==> src/rtl/mem_arbiter.sv <==
//==============================================================================
// Module   : mem_arbiter
// Brief    : Registered instruction-fetch / data-port arbiter for one shared
//            memory, with access timeout and optional fetch anti-starvation
//            guard (enable with `define MEM_ARB_STARVE_GUARD_EN).
// Revision : 1.0 - initial release
//==============================================================================
`default_nettype none

module mem_arbiter #(
    parameter int ADDR_WIDTH     = 32,
    parameter int DATA_WIDTH     = 32,
    parameter int TIMEOUT_CYCLES = 64,
    parameter int STARVE_LIMIT   = 4
) (
    input  logic                  clk,
    input  logic                  rst,
    input  logic                  imem_req,
    input  logic [ADDR_WIDTH-1:0] imem_addr,
    output logic [DATA_WIDTH-1:0] imem_data_out,
    output logic                  imem_ready,
    input  logic                  ien_mem_re,
    input  logic                  ien_mem_wr,
    input  logic [ADDR_WIDTH-1:0] dmem_addr,
    input  logic [DATA_WIDTH-1:0] dmem_wdata,
    output logic [DATA_WIDTH-1:0] dmem_data_out,
    output logic                  dmem_ready,
    output logic                  bus_err,
    output logic [ADDR_WIDTH-1:0] mem_addr,
    output logic [DATA_WIDTH-1:0] mem_wdata,
    output logic                  oen_mem_re,
    output logic                  oen_mem_wr,
    input  logic [DATA_WIDTH-1:0] data_out,
    input  logic                  mem_ready
);

    localparam int c_TW = (TIMEOUT_CYCLES == 0) ? 1 : $clog2(TIMEOUT_CYCLES + 1);
    localparam logic [c_TW-1:0] c_TLAST = c_TW'((TIMEOUT_CYCLES == 0) ? 0 : TIMEOUT_CYCLES - 1);

    if (STARVE_LIMIT < 1) begin : g_bad_starve_limit
        $error("mem_arbiter: STARVE_LIMIT must be at least 1");
    end

    typedef enum logic [1:0] {
        S_IDLE   = 2'd0,
        S_ACCESS = 2'd1,
        S_DONE   = 2'd2
    } state_t;

    state_t                r_state;
    state_t                w_state_next;
    logic                  w_dmem_use;
    logic                  w_any_req;
    logic                  w_grant_imem;
    logic                  w_starve_hit;
    logic                  w_timeout;
    logic                  r_gnt_imem;
    logic                  r_is_write;
    logic                  r_err;
    logic [c_TW-1:0]       r_tcnt;
    logic [ADDR_WIDTH-1:0] r_mem_addr;
    logic [DATA_WIDTH-1:0] r_mem_wdata;
    logic                  r_re;
    logic                  r_wr;
    logic                  r_imem_ready;
    logic                  r_dmem_ready;
    logic [DATA_WIDTH-1:0] r_imem_data;
    logic [DATA_WIDTH-1:0] r_dmem_data;

    assign w_dmem_use   = ien_mem_re | ien_mem_wr;
    assign w_any_req    = w_dmem_use | imem_req;
    assign w_grant_imem = imem_req & (~w_dmem_use | w_starve_hit);
    // Fires on the last allowed ACCESS cycle; mem_ready on that same cycle still wins.
    assign w_timeout    = (TIMEOUT_CYCLES != 0) && (r_tcnt == c_TLAST) && !mem_ready;

`ifdef MEM_ARB_STARVE_GUARD_EN
    localparam int c_SW = $clog2(STARVE_LIMIT + 1);
    logic [c_SW-1:0] r_starve;

    assign w_starve_hit = (r_starve == c_SW'(STARVE_LIMIT));

    always_ff @(posedge clk) begin
        if (rst) begin
            r_starve <= '0;
        end else if (r_state == S_IDLE && w_any_req) begin
            if (w_grant_imem || !imem_req) begin
                r_starve <= '0;
            end else if (!w_starve_hit) begin
                r_starve <= r_starve + 1'b1;
            end
        end
    end
`else
    assign w_starve_hit = 1'b0;
`endif

    always_ff @(posedge clk) begin
        if (rst) begin
            r_state <= S_IDLE;
        end else begin
            r_state <= w_state_next;
        end
    end

    always_comb begin
        w_state_next = r_state;
        case (r_state)
            S_IDLE:   if (w_any_req) w_state_next = S_ACCESS;
            S_ACCESS: if (mem_ready || w_timeout) w_state_next = S_DONE;
            S_DONE:   w_state_next = S_IDLE;
            default:  w_state_next = S_IDLE;
        endcase
    end

    always_ff @(posedge clk) begin
        if (rst) begin
            r_gnt_imem   <= 1'b0;
            r_is_write   <= 1'b0;
            r_err        <= 1'b0;
            r_tcnt       <= '0;
            r_mem_addr   <= '0;
            r_mem_wdata  <= '0;
            r_re         <= 1'b0;
            r_wr         <= 1'b0;
            r_imem_ready <= 1'b0;
            r_dmem_ready <= 1'b0;
            r_imem_data  <= '0;
            r_dmem_data  <= '0;
        end else begin
            case (r_state)
                S_IDLE: begin
                    if (w_any_req) begin
                        r_gnt_imem <= w_grant_imem;
                        r_tcnt     <= '0;
                        if (w_grant_imem) begin
                            r_mem_addr <= imem_addr;
                            r_re       <= 1'b1;
                            r_wr       <= 1'b0;
                            r_is_write <= 1'b0;
                        end else begin
                            r_mem_addr <= dmem_addr;
                            // A write wins over a simultaneous read.
                            if (ien_mem_wr) begin
                                r_mem_wdata <= dmem_wdata;
                                r_re        <= 1'b0;
                                r_wr        <= 1'b1;
                                r_is_write  <= 1'b1;
                            end else begin
                                r_re        <= 1'b1;
                                r_wr        <= 1'b0;
                                r_is_write  <= 1'b0;
                            end
                        end
                    end
                end
                S_ACCESS: begin
                    r_tcnt <= r_tcnt + 1'b1;
                    if (mem_ready || w_timeout) begin
                        r_re  <= 1'b0;
                        r_wr  <= 1'b0;
                        r_err <= !mem_ready;
                        if (r_gnt_imem) begin
                            r_imem_ready <= 1'b1;
                            if (mem_ready) r_imem_data <= data_out;
                        end else begin
                            r_dmem_ready <= 1'b1;
                            if (mem_ready && !r_is_write) r_dmem_data <= data_out;
                        end
                    end
                end
                S_DONE: begin
                    r_imem_ready <= 1'b0;
                    r_dmem_ready <= 1'b0;
                    r_imem_data  <= '0;
                    r_dmem_data  <= '0;
                    r_err        <= 1'b0;
                    r_tcnt       <= '0;
                end
                default: begin
                    r_re <= 1'b0;
                    r_wr <= 1'b0;
                end
            endcase
        end
    end

    assign mem_addr      = r_mem_addr;
    assign mem_wdata     = r_mem_wdata;
    assign oen_mem_re    = r_re;
    assign oen_mem_wr    = r_wr;
    assign imem_ready    = r_imem_ready;
    assign dmem_ready    = r_dmem_ready;
    assign imem_data_out = r_imem_data;
    assign dmem_data_out = r_dmem_data;
    assign bus_err       = r_err;

endmodule

`default_nettype wire

==> config.mk <==
export PLATFORM = sky130hd
export DESIGN_NAME = mem_arbiter
export DESIGN_NICKNAME = d
export VERILOG_FILES = /design/src/rtl/mem_arbiter.sv
export SDC_FILE = /design/constraint.sdc
export NUM_CORES = 1
export LEC_CHECK = 0
export BUFFER_PORTS_ARGS = -buffer_cell sky130_fd_sc_hd__buf_2
export CORE_ASPECT_RATIO = 0.8
export CORE_MARGIN = 2
export CORE_UTILIZATION = 42
export DETAILED_ROUTE_END_ITERATION = 10
export PLACE_DENSITY = 0.84
export SETUP_SLACK_MARGIN = 0.5
export SLEW_MARGIN = 20
export SYNTH_ARGS = -nofsm -noshare
export SYNTH_HDL_FRONTEND = slang
export SYNTH_SLANG_ARGS = --single-unit
==> constraint.sdc <==
create_clock -name clk -period 2 [get_ports clk]
set_clock_uncertainty 0.1 [all_clocks]
set_input_delay 0.2 -clock clk [delete_from_list [all_inputs] [get_ports clk]]
set_output_delay 0.2 -clock clk [all_outputs]
set_load 0.01 [all_outputs]
Word-level counts from Yosys, hierarchy flattened

Cells that the tools add are included.

Register bits after elaboration: 144
Input port bits: 134
Output and inout bits: 133

Add/sub/neg operators: 1
Equality and inequality tests: 9
Multiplexer cells: 31
Bitwise gates (word level): 6
Reductions and logical operators: 18

Operator list:

| operator              | count |
|---|---|
| $mux W32              | 7 |
| $pmux W32 S2          | 2 |
| $pmux W7 S3           | 1 |
| $mux W1               | 12 |
| $ne A2 B2 Y1 const B  | 6 |
| $reduce_and A4 Y1     | 3 |
| $reduce_and A3 Y1     | 3 |
| $reduce_and A2 Y1     | 4 |
| $add A7 B1 Y7 const B | 1 |
| $eq A7 B6 Y1 const B  | 1 |
| $mux W7               | 1 |
| $pmux W1 S2           | 3 |
| $pmux W1 S3           | 2 |
| $mux W2               | 2 |
| $pmux W2 S2           | 1 |
| $not A1 Y1            | 3 |
| $reduce_bool A3 Y1    | 1 |
| $eq A2 B1 Y1 const B  | 1 |
| $eq A2 B2 Y1 const B  | 1 |
| $logic_and A1 B1 Y1   | 2 |
| $logic_not A1 Y1      | 2 |
| $logic_not A2 Y1      | 1 |
| $or A1 B1 Y1          | 2 |
| $reduce_bool A2 Y1    | 1 |
| 2 further kinds       | 2 |

Longest topological paths before layout

Gate-level depths: netlist of run 1.

Depth in word-level cells: 6
Mapped depth: 9
Mapped depth without buffers: 6

Least setup slack after synthesis of run 1

OpenSTA, ideal clock, no wires.

Path kind: register to register
Start point: register r_state[0]
End point: register r_tcnt[3]
Arrival: 1.768 ns
Slack: 0.058 ns
Cell stages (with the launch flop): 8
Path buffers: 1
Clock period less this slack: 1.942 ns
Cell sequence: dfxtp_1 -> inv_1 -> ha_1 -> nor4b_2 -> or2_1 -> buf_2 -> or4b_1 -> a31oi_1

Word-level cells in the longest chain between the ends: 3
Elaborated cells on any way between the ends: 7
Those cells by class: 3 x eq/ne; 1 x mux; 3 x reduce/logical

RTL lines:

| what                                                                | line | text |
|---|---|---|
| from (decl)                                                         | 50   | `state_t r_state;` |
| from (signal assigned)                                              | 101  | `r_state <= w_state_next;` |
| $eq A2 B1 Y1 (tied with other cells)                                | 130  | `case (r_state)` |
| $reduce_bool A3 Y1 (no line) / $ne A2 B2 Y1 (equally long branches) | --   |  |
| $reduce_and A2 Y1 (no line)                                         | --   |  |
| to (signal assigned)                                                | 157  | `r_tcnt <= r_tcnt + 1'b1;` |
| to (decl)                                                           | 60   | `logic [c_TW-1:0] r_tcnt;` |

Parallel ways exist; a longest one is shown, timed or not.
A chain may end at the register's enable or synchronous reset.

Worst setup path after layout of run 1

Start point: register r_state[0]
End point: register r_imem_data[18], in the netlist imem_data_out[18]

Word-level cells in the longest chain between the ends: 3
Elaborated cells on any way between the ends: 8
Those cells by class: 5 x eq/ne; 1 x mux; 2 x reduce/logical

RTL lines:

| what                                                                | line | text |
|---|---|---|
| $eq A2 B1 Y1 / $eq A2 B2 Y1 (equally long branches)                 | 130  |  |
| $ne A2 B2 Y1 (no line) / $reduce_bool A2 Y1 (equally long branches) | --   |  |
| $reduce_and A4 Y1 (no line)                                         | --   |  |
| to (signal assigned)                                                | 164  | `if (mem_ready) r_imem_data <= data_out;` |
| to (decl)                                                           | 67   | `logic [DATA_WIDTH-1:0] r_imem_data;` |

Parallel ways exist; a longest one is shown, timed or not.

==> results.md, run 1 <==
- The die covers 14600 um2.
- In this run the tool buffered the top-level ports with 266 buffer cells.
- The number of enable-type register cells in the synthesized netlist is 0.
- Once detail routing completed, the nets flagged for antenna violations numbered 0.
- Setup slack on the critical path of the routed design comes to 0.195 ns.
- The family of cells with the greatest summed delay on the critical path is simple AND/OR/NAND/NOR gates.
- With fillers left out, the area of the finished cells amounts to 9750 um2.
- The via count of the first global-routing pass is 5757.
- The fraction of the core area covered by cells at the end of the flow is 72.5%.
- Pin placement for this block handled 267 I/O pins.
- The classification of the worst setup path is reg -> reg.
- Counting the fill cells in the layout gives 874.
- The detailed placement HPWL is 11.0 mm.
- The cell count after synthesis is 703.
- In this run the worst setup path terminates at imem_data_out[18]$_SDFFE_PP0P_.
- The height of the chip is 108 um.
- The number of design rule violations left after detail routing is 0.
- STA classifies the critical path startpoint as a register.
- The total overflow left after global routing is 0.
- Setup repair after global routing could not meet its margin everywhere.
- Static timing analysis puts the maximum clock frequency at 554 MHz.
- The maximum number of pins on one net before global-route repair is 47.
- The cell at the root of the clock tree is clkbuf_16.
- The average routed wire per standard cell is 19.2 um.
- The net switching fraction of the power is 31.8%.
- The flow ran to the end, and the final reports show no timing, DRC or antenna violations.
- Across all hold checks on the routed design, the worst slack comes to 0.00879 ns.
- In this run the static leakage power is 4.32 nW.
- The max-capacitance violation count is 0.
- In this run the register-to-register setup slack is 0.20 ns.
- After synthesis the cells add up to 5720 um2.
- The number of max-slew violations in the final report is 0.
- In the synthesized netlist the dominant register cell turns out to be dfxtp_1.
- The largest single stage delay on the critical path is 0.34 ns.
- The synthesis-to-layout area growth is 70.4%.
- The final critical path time including I/O delays and setup is 1.80 ns.
- After the first detailed-routing iteration, the DRC count stood at 451.
- The routability congestion estimate is 0.825.
- The first detailed-routing pass ran for 5 iterations.
- The clock transition at the registers of the reported paths is 0.07 ns.
- In the layout the commonest cells are buf_2 (265), dfxtp_1 (140), nand2_1 (134), a21oi_1 (64), nand2_4 (44).
- Summing over every cut layer, the via total after detailed routing is 6594.
- Total power for the finished layout comes to 8.39 mW.
- The share of the Yosys chip area taken by registers is 50.4%.
- Dividing total power by cell area gives a power density of 860 nW/um2.
- Dividing the synthesized area by the synthesized cell count gives 8.14 um2.
- The beginning of the critical path is r_state[0]$_SDFFE_PP0P_.
- Clock tree synthesis found a total of 144 sinks.
- For the worst setup path, the data arrival time is 2.05 ns.
- The first-pass GRT wire length is 28.0 mm.
- Timing analysis after detailed placement gives a worst setup slack of 0.199 ns.
- The initial utilization of the core area, before any placement, comes to 42.5%.
- No sink is reached through more buffers than the 2 on the longest clock path.
- The required time of the worst setup path is 2.25 ns.
- In this run the critical register-to-register path is launched from r_state[0]$_SDFFE_PP0P_.
- Leaving out fill and tap cells, the most frequent cell in the layout is buf_2.
- The area of the core region is 13500 um2.
- The initial antenna violation count is 0.
- After the flow finishes, the layout carries non-filler instances totaling 1208.
- Per report_power, the sequential group accounts for 38.9% of the total.
- In the finished design, the share of the clock period the worst path needs comes to 90.2%.
- The multi-input logic area is 3570 um2.
- The total routing resource utilization after global routing is 24.4%.
- The post-detailed-placement cell area is 7320 um2.
- The diode insertion count for antenna repair is 0.
- The clock reaches the later pin of the worst-skew pair after 0.43 ns.
- Walking the worst path, the cells encountered are buf_6, ha_4, buf_6, nand3_1, and2_4, clkbuf_16, nand2_4, a21oi_2.
- The routed wire length is 23.2 mm.
- Dividing the detail-routed via count by the number of cells gives 5.46.
- The count of cells along the worst register-to-register path is 8.
- In this run the worst hold path is classified as in -> reg.
- The overall die width is 135 um.
- The count of different cell masters after synthesis is 40.
- The area taken by flip-flops and latches is 2890 um2.
- The clock network fraction of design power is 35.0%.
- The final setup violation count is 0.
- In this run the core area contains 38 standard-cell rows.
- In this run, the combinational gates consume 26.2% of the power.
- The number of CTS-inserted buffers is 17.
- The critical-path cell with the highest stage delay is dfxtp_2.
- In this run the critical register-to-register path is captured at imem_data_out[18]$_SDFFE_PP0P_.
- The cell total after placement is 1109.
- The H-tree level count is 4.
- The total negative setup slack is 0 ns.
- Cells with a size suffix above 1 make up 52.4% of the layout.
- For the pin with the worst max-slew slack, the measured transition is 0.535 ns.
- Together, buffers and inverters on the worst path number 3.
- The count of synthesis-stage warnings from yosys is 0.
- The headroom to the max-slew limit is 64.3%.
- The critical path runs through a total of 8 cells.
- In this run the worst path has a maximum fanout of 8.
- The post-synthesis async set-or-reset flop share is 0%.
- The analysis attributes to net switching a power of 2.67 mW.
- The number of nets in the final layout is 1154.
- Synthesis produced a netlist with a net count of 841.
- The CTS tree is built.
- Internal power comes to 5.72 mW.
- The synthesized flop and latch total is 144.
- Among the stages of the critical path, the cell type that occurs most often is buf_6.
- The worst-case IR drop observed on VDD is 0.000898 V.
- The number of failing hold endpoints at the final stage is 0.
- STA classifies the critical path endpoint as a register.
-- routing by layer --
metal	track usage (%)	routed length [um]	vias to the layer above
met5	0	0	-
li1	-	-	2980
met2	40.6	11500	412
met3	7.59	2090	85
met4	11.8	998	0
met1	28.9	8600	3117
-- cells in the mapped netlist (all sizes together) (2+ instances only) --
cell type	n	area [um2]
nand2	203	762
dfxtp	144	2880
a21oi	106	531
clkbuf	40	150
nor2	40	150
mux2i	33	330
nor2b	33	206
a211oi	32	240
buf	14	65.1
nand3	8	40.0
inv	6	22.5
o21ai	5	25.0
ha	4	50.1
nand2b	3	18.8
nand3b	3	22.5
or2	3	18.8
a31oi	2	12.5
and2	2	12.5
o21a	2	15.0
o32ai	2	17.5
or3	2	12.5
or4b	2	20.0
-- sequential cells by signal, summed over array words and instances, names as in the netlist --
register       count
dmem_data_out     32
imem_data_out     32
mem_addr          32
mem_wdata         32
r_tcnt             7
r_state            2
bus_err            1
dmem_ready         1
imem_ready         1
oen_mem_re         1
oen_mem_wr         1
r_gnt_imem         1
r_is_write         1
-- area by class of cell --
type	instances	area share (%)
flip-flops and latches	144	29.6
repair buffers	348	25.6
inverters	6	0.308
clock inverters	14	1.13
clock buffers	17	4.36
well taps	180	2.31
multi-input cells	499	36.7
-- worst min-delay path by stage --
stage / end / start / slack, ns / cells past startpoint
floorplan: oen_mem_re$_SDFFE_PP0P_ / ien_mem_wr / 0.20 / 1
global placement: imem_data_out[31]$_SDFFE_PP0P_ / imem_data_out[31]$_SDFFE_PP0P_ / 0.33 / 2
detailed placement: imem_data_out[24]$_SDFFE_PP0P_ / imem_data_out[24]$_SDFFE_PP0P_ / 0.34 / 2
CTS: oen_mem_re$_SDFFE_PP0P_ / ien_mem_wr / -0.03 / 2
global route: oen_mem_re$_SDFFE_PP0P_ / ien_mem_wr / 0.0006 / 2
finish: oen_mem_re$_SDFFE_PP0P_ / ien_mem_wr / 0.009 / 2
-- what timing repair did --
action,4_1_cts,5_1_grt
cloned,4,14
endpoints found under the hold margin,33,0
resized for setup,40,238
pin swaps,2,106
setup buffers,10,8
hold buffers,32,0
setup endpoints to repair,111,144
-- power groups by stage --
| stage | Clock [mW] | Sequential, mW | Combinational, mW |
|---|---|---|---|
| 2_1_floorplan | 0 | 3.39 | 0.699 |
| 3_3_place_gp | 0 | 3.27 | 1.33 |
| 3_5_place_dp | 0 | 3.28 | 1.36 |
| 4_1_cts | 2.93 | 3.22 | 1.62 |
| 5_1_grt | 3.10 | 3.28 | 2.31 |
| 6_report | 2.93 | 3.26 | 2.19 |
-- kinds of logic after synthesis --
family,share of synthesized area [%]
buffers and inverters,4.15
muxes,5.77
AOI/OAI and AO/OA,15.9
adders and majority gates,0.875
and+or+nand+nor,23.0
DFF,50.4
Note: power is estimated with default switching activity, not from simulation.
==> inputs of run 2 (changes only) <==
--- a/config.mk
+++ b/config.mk
@@ -10,7 +10,7 @@
 export CORE_MARGIN = 2
 export CORE_UTILIZATION = 42
 export DETAILED_ROUTE_END_ITERATION = 10
-export PLACE_DENSITY = 0.84
+export PLACE_DENSITY_LB_ADDON = 0.3
 export SETUP_SLACK_MARGIN = 0.5
 export SLEW_MARGIN = 20
 export SYNTH_ARGS = -nofsm -noshare
==> run 2 against run 1 <==
  * Register-to-register slack better by 0.06 ns
  * Cell count decreased by 0.99%
  * Die area unchanged
  * Sequential power hardly changed
  * Largest cell class is now registers
==> results.md, run 2 (synthesized netlist as in run 1, its figures left out) <==
- For this run, the total global-route usage over all layers was measured as 22.4%.
- Entering global routing, the biggest net connects 49 pins.
- Data on the critical path is required at its endpoint by 2.24 ns.
- The routed wire length is 17.5 mm.
- The critical-path cell with the highest stage delay is or4b_2.
- VDD sags by at most 0.000652 V.
- Summed over all cells, the static leakage comes to 3.92 nW.
- Clock tree synthesis found a total of 144 sinks.
- In this run the count of I/O pins placed on the die edge is 267.
- The power density over the cells is 963 nW/um2.
- The clock transition at the registers of the reported paths is 0.06 ns.
- STA classifies the critical path endpoint as a register.
- The slew at the pin closest to its max-slew limit is 0.417 ns.
- The worst register-to-register path begins at r_state[1]$_SDFFE_PP0P_.
- The initial antenna violation count is 0.
- The worst hold path terminates at mem_addr[13]$_SDFFE_PP0P_.
- The number of design rule violations left after detail routing is 0.
- Derived from the worst setup path, the maximum achievable clock frequency is 574 MHz.
- Cells with a size suffix above 1 make up 37.0% of the layout.
- The count of cells along the worst register-to-register path is 5.
- The count of nets left with antenna violations once routing finished came out at 0.
- At the end of the flow, the number of nets in the layout was 1141.
- The final critical path time including I/O delays and setup is 1.74 ns.
- In this run the worst path has a maximum fanout of 6.
- The via count of the first global-routing pass is 5306.
- The headroom to the max-slew limit is 72.0%.
- The tool flagged a number of max-cap violations equal to 0.
- For this configuration, the core starts out at a cell density of 42.5%.
- The critical path data arrival time is 1.98 ns.
- The library cells used most frequently in the layout, excluding fill and tap cells, are buf_2 (265), nand2_1 (200), dfxtp_1 (140), a21oi_1 (103), nor2_1 (37).
- The area of the core region is 13500 um2.
- Port buffering added 266 buffers.
- The hold path depth is 3.
- The number of CTS-inserted buffers is 17.
- Walking the worst path, the cells encountered are inv_2, ha_2, nor2b_4, or4b_2, a21oi_1.
- The die covers 14600 um2.
- The placement row count is 38.
- The average routed wire per standard cell is 14.7 um.
- The number of max-slew violations in the final report is 0.
- The worst hold path belongs to the class in -> reg.
- From bottom edge to top edge, the die measures 108 um.
- In the routed layout, each cell is associated on average with a via count of 4.95.
- The overall die width is 135 um.
- TritonCTS built the clock tree.
- The fraction of the cycle the final worst path needs is 87.2%.
- The routability congestion estimate is 0.812.
- The first-pass GRT wire length is 26.1 mm.
- The diode insertion count for antenna repair is 0.
- Setup repair after global routing could not meet its margin everywhere.
- The number of failing hold endpoints at the final stage is 0.
- The leading cell type in the layout, fill and taps excluded is buf_2.
- The pre-antenna-repair detailed-routing pass consisted of 6 iterations.
- The worst flop-to-flop path endpoint is bus_err$_SDFFE_PP0P_.
- The worst register-to-register path has a setup slack of 0.26 ns.
- The classification of the worst setup path is reg -> reg.
- The run finished with clean final reports.
- The largest single stage delay on the critical path is 0.58 ns.
- The cell at the root of the clock tree is clkbuf_16.
- Setup total negative slack on the finished layout was measured at 0 ns.
- In this run the most critical hold path is launched from dmem_addr[13].
- The number of buffers on the longest clock path is 2.
- The iteration-0 DRC count of the detailed router is 273.
- The remaining global-route overflow is 0.
- The synthesis-to-layout area growth is 53.2%.
- Summing over every cut layer, the via total after detailed routing is 5920.
- The H-tree level count is 4.
- The kind of start point of the critical path is a register.
- Detailed placement ended at an HPWL of 10.7 mm.
- Clock latency on the worst-skew pair, taken at its later pin, is 0.41 ns.
- The fraction of the core area covered by cells at the end of the flow is 65.2%.
- Setup violations remaining at the end of the flow were counted as 0.
run 2: cell count changes in the layout (fill, tap and decap cells not counted), moves of 5 or more:
cell,before,now
bufinv_16,0,5
nor2b_1,2,32
clkbuf_16,28,22
nand2_4,44,0
a21oi_2,42,3
buf_16,5,0
nor2b_2,15,0
nand2_1,134,200
nor2b_4,16,1
a211oi_2,16,7
nand2_2,25,3
a211oi_1,16,25
a21oi_1,64,103
run 2: repair_timing:
item,in CTS,in global routing
gates resized for setup,18,39
cloned,1,5
endpoints found under the setup margin,109,143
buffers inserted,3,10
hold buffers,33,0
hold endpoints to repair,33,0
pin swaps,5,12
run 2: metrics by stage:
step	hold WS [ns]	instance area (um2)	std cells	total power [mW]	setup WS, ns
6_report	0.0167	8770	1196	8.44	0.257
2_1_floorplan	0.201	5820	703	4.09	0.254
3_3_place_gp	0.336	7290	1112	4.60	0.231
4_1_cts	0.00804	8390	1181	8.23	0.258
3_5_place_dp	0.340	7290	1112	4.61	0.179
5_1_grt	0.0270	8770	1196	8.79	0.189
run 2: worst max-delay path: cells and delay by family, from the launching register on:
kind | cells | cell delay [ns]
AO/OA/AOI/OAI | 1 | 0.17
adder cells (fa/ha/maj) | 1 | 0.23
flip-flops | 1 | 0.33
buffers and inverters | 1 | 0.09
AND/OR/NAND/NOR | 2 | 0.76
run 2: power by group:
part	internal, mW	total [mW]	switching, mW	leakage [nW]
clock network	2.23	3.51	1.28	0.316
logic	0.808	1.70	0.894	2.43
registers	3.11	3.23	0.122	1.18
total	6.15	8.44	2.30	3.92
run 2: layout make-up:
| cell class | instances | area [um2] |
|---|---|---|
| well taps | 180 | 225 |
| clock inverters | 15 | 230 |
| inverters | 6 | 25.0 |
| flip-flops and latches | 144 | 2900 |
| repair buffers | 335 | 2190 |
| clock buffers | 17 | 425 |
| fillers | 1122 | 4690 |
| multi-input cells | 499 | 2770 |
run 2: how the worst max path moves through the flow:
stage | startpoint | endpoint
after floorplan | r_state[0]$_SDFFE_PP0P_ | r_tcnt[3]$_SDFFE_PP0P_
after global placement | r_state[0]$_SDFFE_PP0P_ | r_tcnt[3]$_SDFFE_PP0P_
after detailed placement | r_tcnt[0]$_SDFFE_PP0P_ | oen_mem_wr$_SDFFE_PP0P_
after CTS | r_state[0]$_SDFFE_PP0P_ | r_tcnt[3]$_SDFFE_PP0P_
after global routing | r_state[0]$_SDFFE_PP0P_ | r_tcnt[3]$_SDFFE_PP0P_
final | r_state[1]$_SDFFE_PP0P_ | bus_err$_SDFFE_PP0P_
run 2: per-layer routing:
| metal | global-route usage (%) | vias to the layer above | share of wire [%] |
|---|---|---|---|
| li1 | - | 2955 | - |
| met1 | 27.9 | 2690 | 43 |
| met2 | 36.3 | 246 | 48 |
| met3 | 7.03 | 29 | 7.8 |
| met4 | 8.65 | 0 | 2.0 |
| met5 | 0 | - | 0 |
